==> src/rtl/alu_seq_ctrl.sv <==
// ---------------------------------------------------------------------------
// alu_seq_ctrl
//   Multi-cycle sequencer that produces an unsigned multiply (MULTU) and,
//   when ALU_SEQ_DIV_EN is defined, an unsigned restoring divide (DIVU).
//   It works by stepping the shared combinational ALU adder once per clock.
//   While busy, it owns the ALU operand inputs. It keeps the HI/LO result
//   pair until the next accepted start.
//
//   Build option:
//     ALU_SEQ_DIV_EN  defined   -> op=1 selects DIVU
//                     undefined -> op is ignored, every start runs MULTU,
//                                  and alu_cin/alu_c2 stay 0
//
//   Parameter:
//     bus       operand width; HI and LO are each bus bits (bus >= 2)
//
//   Ports:
//     clk       rising-edge clock
//     rst       synchronous active-high reset
//     start     request; sampled only in IDLE
//     op        0=MULTU, 1=DIVU
//     opa, opb  multiplicand/dividend, multiplier/divisor
//     alu_a, alu_b, alu_cin, alu_c2   drive the ALU
//     alu_sout, alu_cout              ALU result, same cycle
//     busy      high in every iteration cycle
//     done      one-cycle completion pulse
//     hi, lo    product high/low half, or remainder/quotient
//     res_zero  high when {hi,lo} == 0
// ---------------------------------------------------------------------------
module alu_seq_ctrl #(
   parameter int bus = 8
) (
   input  logic           clk,
   input  logic           rst,
   input  logic           start,
   input  logic           op,
   input  logic [bus-1:0] opa,
   input  logic [bus-1:0] opb,
   output logic [bus-1:0] alu_a,
   output logic [bus-1:0] alu_b,
   output logic           alu_cin,
   output logic           alu_c2,
   input  logic [bus-1:0] alu_sout,
   input  logic           alu_cout,
   output logic           busy,
   output logic           done,
   output logic [bus-1:0] hi,
   output logic [bus-1:0] lo,
   output logic           res_zero
);

   localparam int CW = $clog2(bus + 1);

   typedef enum logic [1:0] {
      IDLE = 2'd0,
      RUN  = 2'd1,
      DONE = 2'd2
   } state_t;

   state_t         state, state_next;
   logic [CW-1:0]  cnt;
   logic [bus-1:0] m;

`ifdef ALU_SEQ_DIV_EN
   logic           op_r;
   logic           div_ok;
`else
   // The MULTU-only build has no use for op. Keeping the port unchanged
   // leaves this sink behind on purpose.
   logic           unused_op;
   assign unused_op = op;
`endif

   // State register
   always_ff @(posedge clk) begin
      // NOTE: use non-blocking assignments for every registered signal, so
      // all of them update together at the edge and see pre-edge values.
      if (rst) state <= IDLE;
      else     state <= state_next;
   end

   // Next state plus ALU drive
   always_comb begin
      // NOTE: every output gets its default first. That way no branch
      // leaves a value unassigned and infers a latch.
      state_next = state;
      busy       = 1'b0;
      done       = 1'b0;
      alu_a      = '0;
      alu_b      = '0;
      alu_cin    = 1'b0;
      alu_c2     = 1'b0;
`ifdef ALU_SEQ_DIV_EN
      div_ok     = 1'b0;
`endif
      case (state)
         IDLE: if (start) state_next = RUN;
         RUN: begin
            busy = 1'b1;
            if (cnt == CW'(1)) state_next = DONE;
`ifdef ALU_SEQ_DIV_EN
            if (op_r) begin
               // Trial subtract: (remainder shifted in with the next dividend bit) - M.
               alu_a   = {hi[bus-2:0], lo[bus-1]};
               alu_b   = m;
               alu_cin = 1'b1;
               alu_c2  = 1'b1;
               // The bit shifted out of hi is the implicit 9th bit of the
               // partial remainder. If it is set, the subtract always fits.
               div_ok  = hi[bus-1] | alu_cout;
            end else begin
               alu_a = hi;
               alu_b = lo[0] ? m : '0;
            end
`else
            alu_a = hi;
            alu_b = lo[0] ? m : '0;
`endif
         end
         DONE: begin
            done       = 1'b1;
            state_next = IDLE;
         end
         default: state_next = IDLE;
      endcase
   end

   // Datapath: counter, operand latch, and the HI/LO shift pair
   always_ff @(posedge clk) begin
      if (rst) begin
         cnt  <= '0;
         hi   <= '0;
         lo   <= '0;
         m    <= '0;
`ifdef ALU_SEQ_DIV_EN
         op_r <= 1'b0;
`endif
      end else begin
         case (state)
            IDLE: if (start) begin
               cnt  <= CW'(bus);
               hi   <= '0;
               lo   <= opa;
               m    <= opb;
`ifdef ALU_SEQ_DIV_EN
               op_r <= op;
`endif
            end
            RUN: begin
               cnt <= cnt - 1'b1;
`ifdef ALU_SEQ_DIV_EN
               if (op_r) begin
                  hi <= div_ok ? alu_sout : alu_a;
                  lo <= {lo[bus-2:0], div_ok};
               end else begin
                  hi <= {alu_cout, alu_sout[bus-1:1]};
                  lo <= {alu_sout[0], lo[bus-1:1]};
               end
`else
               // Shift-add: the sum shifts right into hi, and its LSB
               // becomes the next product bit at the top of lo.
               hi <= {alu_cout, alu_sout[bus-1:1]};
               lo <= {alu_sout[0], lo[bus-1:1]};
`endif
            end
            default: ;
         endcase
      end
   end

   assign res_zero = (hi == '0) && (lo == '0);

endmodule

==> config.mk <==
export PLATFORM = sky130hd
export DESIGN_NAME = alu_seq_ctrl
export DESIGN_NICKNAME = d
export VERILOG_FILES = /design/src/rtl/alu_seq_ctrl.sv
export SDC_FILE = /design/constraint.sdc
export NUM_CORES = 1
export LEC_CHECK = 0
export CAP_MARGIN = 20
export CORE_ASPECT_RATIO = 0.7
export CORE_MARGIN = 10
export CORE_UTILIZATION = 41
export CTS_CLUSTER_SIZE = 28
export DETAILED_ROUTE_END_ITERATION = 7
export MAX_ROUTING_LAYER = met4
export PLACE_DENSITY = 0.8
export SLEW_MARGIN = 10
export SYNTH_ARGS = -nofsm -noshare
export SYNTH_HDL_FRONTEND = slang
export SYNTH_SLANG_ARGS = --single-unit
==> constraint.sdc <==
create_clock -name clk -period 1.4 [get_ports clk]
set_input_delay 0.14 -clock clk [delete_from_list [all_inputs] [get_ports clk]]
set_output_delay 0.14 -clock clk [all_outputs]
set_load 0.01 [all_outputs]
==> summary.md <==
| Metric | Value |
|---|---|
| Post-layout power | `about 2.2 mW` |
| CTS sink cnt | `30` |
| Max-Cap Viols | `0` |
| CTS max path bufs | `2` |
| Worst VDD drop | `0.0005384 V` |
| Post-synth EDFFs | `0` |
| Mapped cell area | `0.001415 mm2` |
| Design Area, Final | `0.002344 mm2` |
| Setup tns final | `0 ps` |
| Synth warnings | `0` |
| CTS Root Cell | `clkbuf_8` |
| Largest net degree at the start of global routing | `21` |
| Die X | `90.22 um` |
| Starting Density | `43.77%` |
| Fillcell total | `228` |
| Top Ports | `66` |
| TritonRoute pass-1 iters | `4` |
| Fin. Hold Viols | `0` |
| Final critical-path share of the clock period | `98.90%` |
| Core area | `~0.0032 mm2` |
| Grt ovf | `0` |
| Antenna violations before repair | `0` |
| Sequential Area | `between 600 and 700 um2` |
| Cell Rows | `17` |
| Fin util | `between 70 and 80%` |
| Synth area leaders | `dfxtp_1 (42%), mux2i_1 (5.7%), nor2_1 (5.6%)` |
| Mapped Avg Cell Area | `9.130 um2` |
| P per Cell Area | `948.5 mW/mm2` |
| CTS tree | `yes` |
| Synth cell count leaders | `dfxtp_1 (30), nor2_1 (21), a21oi_1 (9), nand2b_1 (9)` |
| CP peak stage delay | `320 ps` |
| Arrival @ worst endpoint | `1240 ps` |
| Lkg Pwr | `between 1 and 1.5 nW` |
| Critical Path Sink Type | `output port` |
| Ys flop type | `dfxtp_1` |
| Type of the worst setup path | `flop to output port` |
| RSZ-0062 raised after global routing | `yes` |
| First-pass GRT wire length | `about 7500 um` |
| Clock Skews | `4.349 ps` |
| Buffers & Inverters on Critical Path | `3` |
| Max Freq | `722.3 MHz` |
| DR vias/cell | `5.024` |
| Critical path's slowest cell | `dfxtp_2` |
| Crit-path max FO | `8` |
| Global Route Usage Sum | `14.69%` |
| Die area | `0.006239 mm2` |
| CTS H-tree depth | `2` |
| Worst skew pair latency | `280 ps` |
| # DRC | `0` |
| Worst path required time | `1260 ps` |
| Pins over their slew limit | `0` |
| Min-Delay Path Class | `input pin to flop` |
| Post-route ant nets | `0` |
| Delay-heaviest family, CP | `buffers and inverters` |
| Initial DRC Count | `81` |
| I/O Buffers | `62` |
| Yosys top cell by area | `dfxtp_1` |
| Post-synth ARST share | `0%` |
| Post-synth cell types | `33` |
| Setup crit start kind | `flop` |
| Multi-input gate area | `792.0 um2` |
| Via count | `1467` |
| Area grow syn2layout | `65.61%` |
| Yosys top cell area share | `42.44%` |
| DIE HEIGHT | `69.16 um` |
| Vias in the first global route | `1503` |
| ANT cells | `0` |
| Register area share after synthesis | `42.44%` |
| Nets@finish | `276` |
| DRT Wirelength | `4856 um` |
| Worst path cell trace | `nand2b_4 > inv_4 > buf_6 > and3_1 > buf_2` |
| Final Critical Period | `1385 ps` |
| Top-count cell post-synth | `dfxtp_1` |
| Syn Inst Count | `about 160` |
| Post-DP HPWL | `3530 um` |
| Outcome | `finished clean` |
| Setup violations, final | `0` |
| Cell Area, Placed | `0.002260 mm2` |
| GPL Wtd Cong | `0.8286` |
| Clk slew on worst S/H paths | `60 ps` |
| CTS buffer count | `5` |
| Share of layout cells above drive strength 1 | `30.61%` |
| WL/cell | `around 17 um` |
| Register bit count reported by yosys | `30` |
==> stage by stage <==
step	worst slack (ps)	hold WS [ps]	instances
finish	15.46	468.1	292
global route	-37.63	471.1	292
CTS	-70.63	455.6	289
detailed placement	-158.8	473.3	282
global placement	-133.2	465.8	282
floorplan	164.5	273.2	156
==> cells by family (layout without fill, tap and decap cells) <==
| family | Yosys count | after routing | synth area share [%] |
|---|---|---|---|
| simple gates | 75 | 75 | 31.04 |
| compound gates | 24 | 24 | 13.44 |
| flops | 30 | 30 | 42.44 |
| other cells | 1 | 2 | 0.2650 |
| buf+inv | 15 | 104 | 5.393 |
| fa+ha+maj | 2 | 2 | 1.768 |
| mux | 8 | 8 | 5.659 |
==> state kept, by name, summed over array words and instances (netlist names) <==
signal  count
hi          8
lo          8
state       2
m           8
cnt         4
==> cell type report <==
cell class / count / share of cell area [%]
multi-input cells: 111 / 33.80
repair buffers: 93 / 33.74
flip-flops and latches: 30 / 25.84
clock buffers: 5 / 2.936
well taps: 47 / 2.509
inverters: 4 / 0.7475
clock inverters: 2 / 0.4271
==> final timing paths <==
kind              depth (start not counted)  slack, ps  startpoint       end
setup / recovery                          5         20    state[1]  alu_b[1]
hold / removal                            3        470      opa[7]     lo[7]
hold reg to reg                           2        490      cnt[0]    cnt[0]
setup reg to reg                          5         50    state[0]      m[0]
==> report_power, final <==
part,switching (mW),internal [mW],total (mW),leakage [nW]
logic,0.281,0.338,0.619,0.857
clock network,0.295,0.332,0.627,0.0438
registers,0.0519,0.925,0.977,0.249
total,0.628,1.60,2.22,1.15
==> routing by layer <==
metal	GRT usage, %	up-vias	share of wire (%)
met5	-	-	0
met4	5.226	0	1.3
met2	23.57	60	49
met3	4.095	5	5.8
li1	-	719	-
met1	17.22	683	44
==> cells in the final DEF (no fill, tap or decap), types with 3 or more instances in the layout <==
cell / count
clkdlybuf4s50_1: 27
buf_4: 26
dfxtp_1: 26
nor2_1: 20
buf_2: 16
dlygate4sd2_1: 15
and2_1: 8
a22o_1: 8
nor3_1: 8
nand2b_1: 8
a21oi_1: 8
and3_1: 7
mux2i_1: 7
or3b_1: 7
clkbuf_8: 5
buf_6: 5
dfxtp_2: 4
inv_1: 3
nor4_2: 3
nand2_1: 3
dlymetal6s2s_1: 3
==> timing repair <==
| action | 4_1_cts | 5_1_grt |
|---|---|---|
| setup endpoints to repair | 32 | 25 |
| hold buffers | 0 | 0 |
| resized for setup | 86 | 21 |
| gates cloned | 0 | 1 |
| pin swaps | 0 | 2 |
| setup buffers | 0 | 2 |
==> worst register-to-register path: cells and delay by family (launching register included) <==
family                 cells  cell delay (ps)
AND/OR/NAND/NOR            2              310
multiplexers               1              240
buffers and inverters      2              340
flip-flops                 1              340
No activity file was read; power rests on OpenSTA's default activity.
